--- src/rtl/hdlc_tx_frame_sched_if.sv ---
// ----------------------------------------------------------------------------
// hdlc_tx_frame_sched_if
//
// Handshake bundle between the HDLC transmit frame scheduler and the blocks it
// sequences: the AXI-Stream-to-FIFO frame reader and the HDLC encoder.
//
// Signals
//   AXISRdReq   scheduler -> reader   one-cycle pulse, start a frame read
//   AXISRdBusy  reader -> scheduler   reader busy
//   AXISRdDone  reader -> scheduler   one-cycle pulse, frame is in the FIFO
//   FIFOAFull   FIFO -> scheduler     TX FIFO almost full
//   TxStart     scheduler -> encoder  one-cycle pulse, start the encoder
//   TxBusy      encoder -> scheduler  encoder busy
//   TxDone      encoder -> scheduler  one-cycle pulse, frame transmitted
//   AbortReq    scheduler -> both     one-cycle pulse, flush after a timeout
//
// Modports
//   master  the scheduler side
//   slave   the reader / encoder side
// ----------------------------------------------------------------------------
interface hdlc_tx_frame_sched_if;
    logic AXISRdReq;
    logic AXISRdBusy;
    logic AXISRdDone;
    logic FIFOAFull;
    logic TxStart;
    logic TxBusy;
    logic TxDone;
    logic AbortReq;

    modport master (
        output AXISRdReq,
        output TxStart,
        output AbortReq,
        input  AXISRdBusy,
        input  AXISRdDone,
        input  FIFOAFull,
        input  TxBusy,
        input  TxDone
    );

    modport slave (
        input  AXISRdReq,
        input  TxStart,
        input  AbortReq,
        output AXISRdBusy,
        output AXISRdDone,
        output FIFOAFull,
        output TxBusy,
        output TxDone
    );
endinterface

--- src/rtl/hdlc_tx_frame_sched.sv ---
// ----------------------------------------------------------------------------
// hdlc_tx_frame_sched
//
// Frame-level sequencer for the HDLC transmit path. For each frame it starts
// the AXI-Stream-to-FIFO reader, waits for the frame to land in the FIFO,
// starts the HDLC encoder, waits for transmission to finish, then holds an
// inter-frame gap. Both wait states are guarded by a watchdog; on expiry an
// AbortReq pulse flushes the reader and encoder and the gap is still taken.
// Completed frames and timeouts are counted in saturating counters.
//
// Parameters
//   GAP_CYCLES      idle cycles held after every frame or abort (0 acts as 1)
//   TIMEOUT_CYCLES  cycles allowed in RD_WAIT / TX_WAIT before abort (>= 2)
//   CNT_WIDTH       width of the statistics counters
//
// Ports
//   Clk           system clock, rising edge
//   Rst           synchronous active-high reset
//   Enable        run enable, only looked at in IDLE
//   FramePending  upstream has a frame available
//   CntClr        synchronous clear of both statistics counters
//   bus           reader / encoder handshake bundle (master side)
//   Busy          high whenever State is not IDLE
//   State         current state encoding
//   FrameCnt      frames completed, saturating
//   TimeoutCnt    timeouts taken, saturating
//
// All outputs are registered.
// ----------------------------------------------------------------------------
module hdlc_tx_frame_sched #(
    parameter int GAP_CYCLES     = 16,
    parameter int TIMEOUT_CYCLES = 1024,
    parameter int CNT_WIDTH      = 16
) (
    input  logic                     Clk,
    input  logic                     Rst,
    input  logic                     Enable,
    input  logic                     FramePending,
    input  logic                     CntClr,
    hdlc_tx_frame_sched_if.master    bus,
    output logic                     Busy,
    output logic [2:0]               State,
    output logic [CNT_WIDTH-1:0]     FrameCnt,
    output logic [CNT_WIDTH-1:0]     TimeoutCnt
);

    localparam int GAP_EFF = (GAP_CYCLES < 1) ? 1 : GAP_CYCLES;
    localparam int TMR_W   = $clog2(TIMEOUT_CYCLES);
    localparam int GAP_W   = (GAP_EFF > 1) ? $clog2(GAP_EFF) : 1;

    // The timer counts 0..TIMEOUT_CYCLES-1 inside a wait state, so a wait
    // state lasts at most TIMEOUT_CYCLES cycles.
    localparam logic [TMR_W-1:0] TMR_LAST = TMR_W'(TIMEOUT_CYCLES - 1);
    // The gap counter counts down from GAP_EFF-1 to 0, one GAP cycle each.
    localparam logic [GAP_W-1:0] GAP_LOAD = GAP_W'(GAP_EFF - 1);

    typedef enum logic [2:0] {
        ST_IDLE    = 3'd0,
        ST_RD_REQ  = 3'd1,
        ST_RD_WAIT = 3'd2,
        ST_TX_REQ  = 3'd3,
        ST_TX_WAIT = 3'd4,
        ST_GAP     = 3'd5
    } state_t;

    state_t             state_q, state_d;
    logic [TMR_W-1:0]   timer_q, timer_d;
    logic [GAP_W-1:0]   gap_q,   gap_d;

    logic               timeout_hit;
    logic               frame_done;

    logic               rd_req_d, tx_start_d, abort_d, busy_d;
    logic [CNT_WIDTH-1:0] frame_cnt_d, timeout_cnt_d;

    logic               start_ok;
    logic               timer_expired;

    assign start_ok      = Enable && FramePending && !bus.FIFOAFull &&
                           !bus.AXISRdBusy && !bus.TxBusy;
    assign timer_expired = (timer_q == TMR_LAST);

    // ------------------------------------------------------------------
    // State register and all output flops
    // ------------------------------------------------------------------
    // NOTE: sequential state uses non-blocking assignments so every flop
    // samples the pre-edge values, independent of statement order.
    always_ff @(posedge Clk) begin
        if (Rst) begin
            state_q        <= ST_IDLE;
            timer_q        <= '0;
            gap_q          <= '0;
            bus.AXISRdReq  <= 1'b0;
            bus.TxStart    <= 1'b0;
            bus.AbortReq   <= 1'b0;
            Busy           <= 1'b0;
            FrameCnt       <= '0;
            TimeoutCnt     <= '0;
        end else begin
            state_q        <= state_d;
            timer_q        <= timer_d;
            gap_q          <= gap_d;
            bus.AXISRdReq  <= rd_req_d;
            bus.TxStart    <= tx_start_d;
            bus.AbortReq   <= abort_d;
            Busy           <= busy_d;
            FrameCnt       <= frame_cnt_d;
            TimeoutCnt     <= timeout_cnt_d;
        end
    end

    assign State = state_q;

    // ------------------------------------------------------------------
    // Next-state logic, including the watchdog timer and gap counter
    // ------------------------------------------------------------------
    // NOTE: every signal assigned in a combinational block gets a default
    // first; a path that leaves one unassigned would infer a latch.
    always_comb begin
        state_d     = state_q;
        timer_d     = '0;
        gap_d       = gap_q;
        timeout_hit = 1'b0;
        frame_done  = 1'b0;

        case (state_q)
            ST_IDLE: begin
                if (start_ok) begin
                    state_d = ST_RD_REQ;
                end
            end

            // AXISRdDone is deliberately not looked at here.
            ST_RD_REQ: begin
                state_d = ST_RD_WAIT;
            end

            // Done is checked before the watchdog, so done wins a tie.
            ST_RD_WAIT: begin
                timer_d = timer_q + 1'b1;
                if (bus.AXISRdDone) begin
                    state_d = ST_TX_REQ;
                end else if (timer_expired) begin
                    state_d     = ST_GAP;
                    gap_d       = GAP_LOAD;
                    timeout_hit = 1'b1;
                end
            end

            ST_TX_REQ: begin
                state_d = ST_TX_WAIT;
            end

            ST_TX_WAIT: begin
                timer_d = timer_q + 1'b1;
                if (bus.TxDone) begin
                    state_d    = ST_GAP;
                    gap_d      = GAP_LOAD;
                    frame_done = 1'b1;
                end else if (timer_expired) begin
                    state_d     = ST_GAP;
                    gap_d       = GAP_LOAD;
                    timeout_hit = 1'b1;
                end
            end

            ST_GAP: begin
                if (gap_q == '0) begin
                    state_d = ST_IDLE;
                end else begin
                    gap_d = gap_q - 1'b1;
                end
            end

            // Encodings 6 and 7 recover to IDLE on the next edge.
            default: begin
                state_d = ST_IDLE;
            end
        endcase
    end

    // ------------------------------------------------------------------
    // Output logic: next values of the registered outputs
    // ------------------------------------------------------------------
    // Pulses are decoded from the next state so that they are high in the
    // same cycle that State shows RD_REQ / TX_REQ.
    always_comb begin
        rd_req_d      = (state_d == ST_RD_REQ);
        tx_start_d    = (state_d == ST_TX_REQ);
        abort_d       = timeout_hit;
        busy_d        = (state_d != ST_IDLE);
        frame_cnt_d   = FrameCnt;
        timeout_cnt_d = TimeoutCnt;

        // Clear takes priority over a coincident increment.
        if (CntClr) begin
            frame_cnt_d   = '0;
            timeout_cnt_d = '0;
        end else begin
            if (frame_done && !(&FrameCnt)) begin
                frame_cnt_d = FrameCnt + 1'b1;
            end
            if (timeout_hit && !(&TimeoutCnt)) begin
                timeout_cnt_d = TimeoutCnt + 1'b1;
            end
        end
    end

endmodule

--- src/flat_wrapper.sv ---
// flat-port wrapper written by rule: the top's interface ports become plain ports
module hdlc_tx_frame_sched_flat 
#(
    parameter int GAP_CYCLES     = 16,
    parameter int TIMEOUT_CYCLES = 1024,
    parameter int CNT_WIDTH      = 16
)
  (Clk, Rst, Enable, FramePending, CntClr, Busy, State, FrameCnt, TimeoutCnt, bus_AXISRdReq, bus_TxStart, bus_AbortReq, bus_AXISRdBusy, bus_AXISRdDone, bus_FIFOAFull, bus_TxBusy, bus_TxDone);
  hdlc_tx_frame_sched_if bus_i ();
  input  logic Clk;
  input  logic Rst;
  input  logic Enable;
  input  logic FramePending;
  input  logic CntClr;
  output logic Busy;
  output logic [2:0] State;
  output logic [CNT_WIDTH-1:0] FrameCnt;
  output logic [CNT_WIDTH-1:0] TimeoutCnt;
  output wire logic [$bits(bus_i.AXISRdReq)-1:0] bus_AXISRdReq;
  output wire logic [$bits(bus_i.TxStart)-1:0] bus_TxStart;
  output wire logic [$bits(bus_i.AbortReq)-1:0] bus_AbortReq;
  input wire logic [$bits(bus_i.AXISRdBusy)-1:0] bus_AXISRdBusy;
  input wire logic [$bits(bus_i.AXISRdDone)-1:0] bus_AXISRdDone;
  input wire logic [$bits(bus_i.FIFOAFull)-1:0] bus_FIFOAFull;
  input wire logic [$bits(bus_i.TxBusy)-1:0] bus_TxBusy;
  input wire logic [$bits(bus_i.TxDone)-1:0] bus_TxDone;
  assign bus_AXISRdReq = bus_i.AXISRdReq;
  assign bus_TxStart = bus_i.TxStart;
  assign bus_AbortReq = bus_i.AbortReq;
  assign bus_i.AXISRdBusy = bus_AXISRdBusy;
  assign bus_i.AXISRdDone = bus_AXISRdDone;
  assign bus_i.FIFOAFull = bus_FIFOAFull;
  assign bus_i.TxBusy = bus_TxBusy;
  assign bus_i.TxDone = bus_TxDone;
  hdlc_tx_frame_sched #(.GAP_CYCLES(GAP_CYCLES), .TIMEOUT_CYCLES(TIMEOUT_CYCLES), .CNT_WIDTH(CNT_WIDTH)) u_core (.Clk(Clk), .Rst(Rst), .Enable(Enable), .FramePending(FramePending), .CntClr(CntClr), .bus(bus_i), .Busy(Busy), .State(State), .FrameCnt(FrameCnt), .TimeoutCnt(TimeoutCnt));
endmodule
--- config.mk ---
export PLATFORM = sky130hd
export DESIGN_NAME = hdlc_tx_frame_sched_flat
export DESIGN_NICKNAME = d
export VERILOG_FILES = /design/src/rtl/hdlc_tx_frame_sched_if.sv /design/src/rtl/hdlc_tx_frame_sched.sv /design/src/flat_wrapper.sv
export SDC_FILE = /design/constraint.sdc
export NUM_CORES = 1
export LEC_CHECK = 0
export CAP_MARGIN = 20
export CORE_ASPECT_RATIO = 1.1
export CORE_MARGIN = 2
export CORE_UTILIZATION = 35
export CTS_BUF_LIST = sky130_fd_sc_hd__clkbuf_16
export DETAILED_ROUTE_END_ITERATION = 8
export DONT_BUFFER_PORTS = 1
export GPL_TIMING_DRIVEN = 0
export SLEW_MARGIN = 20
export SYNTH_ARGS = -nofsm -noshare
export SYNTH_HDL_FRONTEND = slang
export SYNTH_SLANG_ARGS = --single-unit
--- constraint.sdc ---
create_clock -name Clk -period 2.9 [get_ports Clk]
set_clock_uncertainty 0.2 [all_clocks]
set_input_delay 0.58 -clock Clk [delete_from_list [all_inputs] [get_ports Clk]]
set_output_delay 0.58 -clock Clk [all_outputs]
set_load 0.005 [all_outputs]
* Word-level counts from Yosys, hierarchy flattened
Cells that the tools add are included.
W data, S select, Z words.
** Storage, ports and cells
- Flip-flop bits (word level) :: 53
- Input port bits :: 10
- Output and inout bits :: 39
- Word-level logic and storage cells :: 62
** Operators by class
- Add/subtract/negate cells :: 4
- Eq/ne operators :: 10
- Muxes and demuxes :: 17
- Bitwise operators :: 1
- Reductions and logical operators :: 21
** Operators with widths (count)
- $add A16 B1 Y16 const B :: 2
- $reduce_and A16 Y1 :: 2
- $pmux W3 S6 :: 1
- $mux W4 :: 4
- $mux W3 :: 5
- $pmux W4 S3 :: 1
- $add A10 B1 Y10 const B :: 1
- $eq A10 B10 Y1 const B :: 1
- $eq A3 B2 Y1 const B :: 3
- $eq A3 B1 Y1 const B :: 2
- $eq A3 B3 Y1 const B :: 2
- $logic_and A1 B1 Y1 :: 6
- $reduce_bool A3 Y1 :: 2
- $reduce_or A2 Y1 :: 3
- $logic_not A1 Y1 :: 5
- $mux W1 :: 5
- $logic_not A4 Y1 :: 1
- $ne A2 B2 Y1 const B :: 2
- $sub A4 B1 Y4 const B :: 1
- $logic_not A3 Y1 :: 1
- $reduce_and A3 Y1 :: 1
- $pmux W1 S2 :: 1
- $not A1 Y1 :: 1

* Depth between registers and ports, before layout
- Depth after elaboration :: 7
- Gate-level depth with buffers :: 7
- Gate-level depth less buffers :: 7

* Worst setup path after synthesis
Ideal clock, no wire load.
- Path kind :: register to register
- From :: register u_core.timer_q[0]
- To :: register u_core.TimeoutCnt[10]
- Library setup time :: 0.071 ns
- Data arrival time :: 1.708 ns
- Data required time :: 2.629 ns
- Setup slack :: 0.922 ns
- Cell stages (with the launch flop) :: 7
- Buffers on the path :: 0
- Period minus slack after synthesis :: 1.978 ns
- Cell sequence :: dfxtp_1 ha_1 and4_4 and3_4 o211ai_4 or4_1 a21oi_1
** Between the ends
- Cells in the longest elaborated chain, start to end :: 5
- Elaborated cells on any way between the ends :: 6
- Classes of those cells :: eq/ne (1); mux (4); reduce/logical (1)
** Ends and longest elaborated chain
- start: declaration :: RTL line hdlc_tx_frame_sched.sv:67 : logic [TMR_W-1:0] timer_q, timer_d;
- start signal: assignment :: RTL line hdlc_tx_frame_sched.sv:101 : timer_q <= timer_d;
- $eq A10 B10 Y1 * :: RTL line hdlc_tx_frame_sched.sv:81 : assign timer_expired = (timer_q == TMR_LAST);
- $mux W1 * :: RTL line hdlc_tx_frame_sched.sv:143, hdlc_tx_frame_sched.sv:160
- $mux W1 (on tied branches) :: RTL line hdlc_tx_frame_sched.sv:156, hdlc_tx_frame_sched.sv:141
- $pmux W1 S2 * :: RTL line hdlc_tx_frame_sched.sv:126 : case (state_q)
- $logic_and A1 B1 Y1 * :: RTL line hdlc_tx_frame_sched.sv:203 : if (timeout_hit && !(&TimeoutCnt)) begin
- end signal: assignment :: RTL line hdlc_tx_frame_sched.sv:108 : TimeoutCnt <= timeout_cnt_d;
- end: declaration :: RTL line hdlc_tx_frame_sched.sv:44 : output logic [CNT_WIDTH-1:0] TimeoutCnt
Mark *: on every way between the ends. The rest lies on a longest branch, timed or not.
A chain may end at the register's enable or synchronous reset.

* Worst setup path after layout
- From :: register u_core.timer_q[0]
- To :: register u_core.TimeoutCnt[4]
Same word-level chain as after synthesis.

==> results_dict.tcl <==
set metrics [dict create \
    reg2reg_depth 6 \
    cp-startpoint "u_core.timer_q[0]" \
    post_drt_wl_per_cell_um 15.22 \
    placementRows 33 \
    async_flop_share 0 \
    first_pass_iters 4 \
    cp-start-kind "register" \
    crit_arrival_ns 2.36 \
    syn-cell-area_mm2 0.002616 \
    grt_pass1_wl_mm 9.825 \
    final_util 0.3934 \
    cts_setup_buffers 0 \
    num_vias 2286 \
    crit_end "u_core.TimeoutCnt[4]" \
    ios 49 \
    tightestPinTransition_ns 0.5602 \
    drt_iter0_drc 79 \
    fillers 754 \
    layout.cells.most_common "dfxtp_1" \
    routed_wl_mm 6.120 \
    die-area_mm2 0.008183 \
    period_minus_slack_ns 2.345 \
    rsz0062_at_grt "false" \
    power_frac_seq 0.512 \
    crit_fanout 5 \
    dieWidth_um 86.44 \
    ys_seq_elements 53 \
    worst_r2r_endpoint "u_core.TimeoutCnt[4]" \
    p_int_uw 1141 \
    die_h_um 94.68 \
    critical_path_class "reg2reg" \
    r2r_setup_slack_ns 0.56 \
    status "complete, no violations" \
    finalHoldViolCount 0 \
    synth_edf_count 0 \
    vdd_ir_drop_max_mv 0.2395 \
    netSwitchingPower_uw 284.1 \
    yosysWarnings 0 \
    n_antenna_cell 0 \
    multiInputGateArea_mm2 0.001466 \
    p_leak_uw 0.0009151 \
    clockBufferDepth 2 \
    numCtsBuffers 5 \
    areaGrowthSynthToFinish_pct 10.52 \
    p_clk_frac 0.470 \
    core-area_mm2 0.007350 \
    globalRouteTotalUtil 0.1502 \
    grt_max_degree 17 \
    endpoint_kind "register" \
    holdBufCountCts 0 \
    drive_above_1_share 0.05714 \
    critical_path_required_ns 2.92 \
    yosysSeqAreaShare 0.4055 \
    setup-violations-final 0 \
    final_max_slew_viol_count 0 \
    grt_pass1_vias 2010 \
    synth_ff_type "dfxtp_1" \
    r2r_start "u_core.timer_q[0]" \
    switching_share 0.1994 \
    worstSkewPairLatency_ns 0.29 \
    hold_ws_ns 0.2684 \
    nets 328 \
    syn_nets 321 \
    slew_headroom 0.6265 \
    detail-route-antenna-nets 0 \
    cts_num_sinks 53 \
    avgSynthCellArea_um2 8.522 \
    power-per-cell-area_mw_per_mm2 492.9 \
    vias_per_cell 5.687 \
    max_cap_viol_count 0 \
    synthDistinctLibCells 47 \
    finalCritPeriodShare 0.8086 \
    layout.cells.most_common_list "dfxtp_1 (53), nor2_1 (38), nand2_1 (20), xor2_1 (17)" \
    clock-root-buffer "clkbuf_16" \
    gp_congestion 0.7996 \
    dp_slack_ns 0.5836 \
    clk_pin_slew_ns 0.07 \
    numPortBuffers 0 \
    hold_path.class "in2reg" \
    antenna_found_initial 0 \
    h-tree-depth 2 \
    grt.overflow.total 0 \
    max_freq_ghz 0.4265 \
    setup_tns_ns 0 \
    start_util 0.3560 \
    seqCellArea_mm2 0.001061 \
    dp_hpwl_mm 4.372 \
    drc_errors 0 \
    synthCells 307 \
    cts_tree "done" \
    post_cts_resized 0 \
    fin_ws_ns 0.5551 \
    combinationalPowerShare 0.018 \
]
logic make-up after synthesis:
logic type	after synthesis	share of synthesized area
AO/OA/AOI/OAI	58	0.1526
multiplexers	3	0.01148
flip-flops	53	0.4055
buffers and inverters	21	0.03395
AND/OR/NAND/NOR	147	0.3070
adder cells (fa/ha/maj)	4	0.01913
XOR/XNOR	21	0.07030
power by group through the flow:
stage	registers, uW	clock network [uW]	logic, uW
2_1_floorplan	747	0	19.3
5_1_grt	730	717	29.4
4_1_cts	730	690	26.5
6_report	730	669	25.9
3_3_place_gp	747	0	26.2
3_5_place_dp	747	0	26.6
flip-flops by register name, indices dropped and copies added (netlist names):
register / flops
u_core.TimeoutCnt: 16
u_core.FrameCnt: 16
u_core.gap_q: 4
u_core.timer_q: 10
u_core.bus.AXISRdReq: 1
u_core.Busy: 1
u_core.State: 3
u_core.bus.TxStart: 1
u_core.bus.AbortReq: 1
synth_stat cells (8+ instances only):
cell type,count,area (um2)
and4_1,8,70.07
inv_1,12,45.04
or3_1,11,68.82
nand3_1,15,75.07
o21ai_0,13,65.06
nand2_1,20,75.07
nand4_1,16,100.1
dfxtp_1,53,1061
a21oi_1,16,80.08
nor2_1,38,142.6
xor2_1,17,148.9
final cells by class:
class | count | share of cell area
flip-flops and latches | 53 | 0.3669
well taps | 87 | 0.03765
multi-input cells | 233 | 0.5071
clock buffers | 5 | 0.04327
inverters | 12 | 0.01558
plain buffers | 9 | 0.01514
clock inverters | 3 | 0.01428
how the worst min path moves through the flow:
stage / from / end / slack [ns] / cells after the start
2_1_floorplan: u_core.timer_q[0] / u_core.timer_q[0] / 0.23 / 1
3_3_place_gp: u_core.timer_q[0] / u_core.timer_q[0] / 0.24 / 1
3_5_place_dp: u_core.timer_q[0] / u_core.timer_q[0] / 0.25 / 1
4_1_cts: CntClr / u_core.FrameCnt[14] / 0.26 / 2
5_1_grt: CntClr / u_core.FrameCnt[14] / 0.29 / 2
6_report: CntClr / u_core.FrameCnt[14] / 0.27 / 2
routing by layer:
layer | GRT usage | vias up | share of wire
li1 | - | 1151 | -
met1 | 0.1993 | 1093 | 0.49
met2 | 0.2333 | 40 | 0.46
met3 | 0.04895 | 2 | 0.046
met4 | 0.04297 | 0 | 0.0049
met5 | 0 | - | 0
metrics by stage:
stage	total power, uW	instance area (um2)	cells
2_1_floorplan	765.9	2616	307
3_3_place_gp	773.3	2725	394
3_5_place_dp	773.6	2725	394
4_1_cts	1446	2892	402
5_1_grt	1476	2892	402
6_report	1425	2892	402
worst max-delay path: stages (launching register included):
cell	delay [ns]
dfxtp_1	0.36
ha_1	0.24
nand4_1	0.15
nor4_1	0.43
o2111ai_1	0.37
or3_1	0.39
a21oi_1	0.14
No activity file was read; power rests on OpenSTA's default activity.
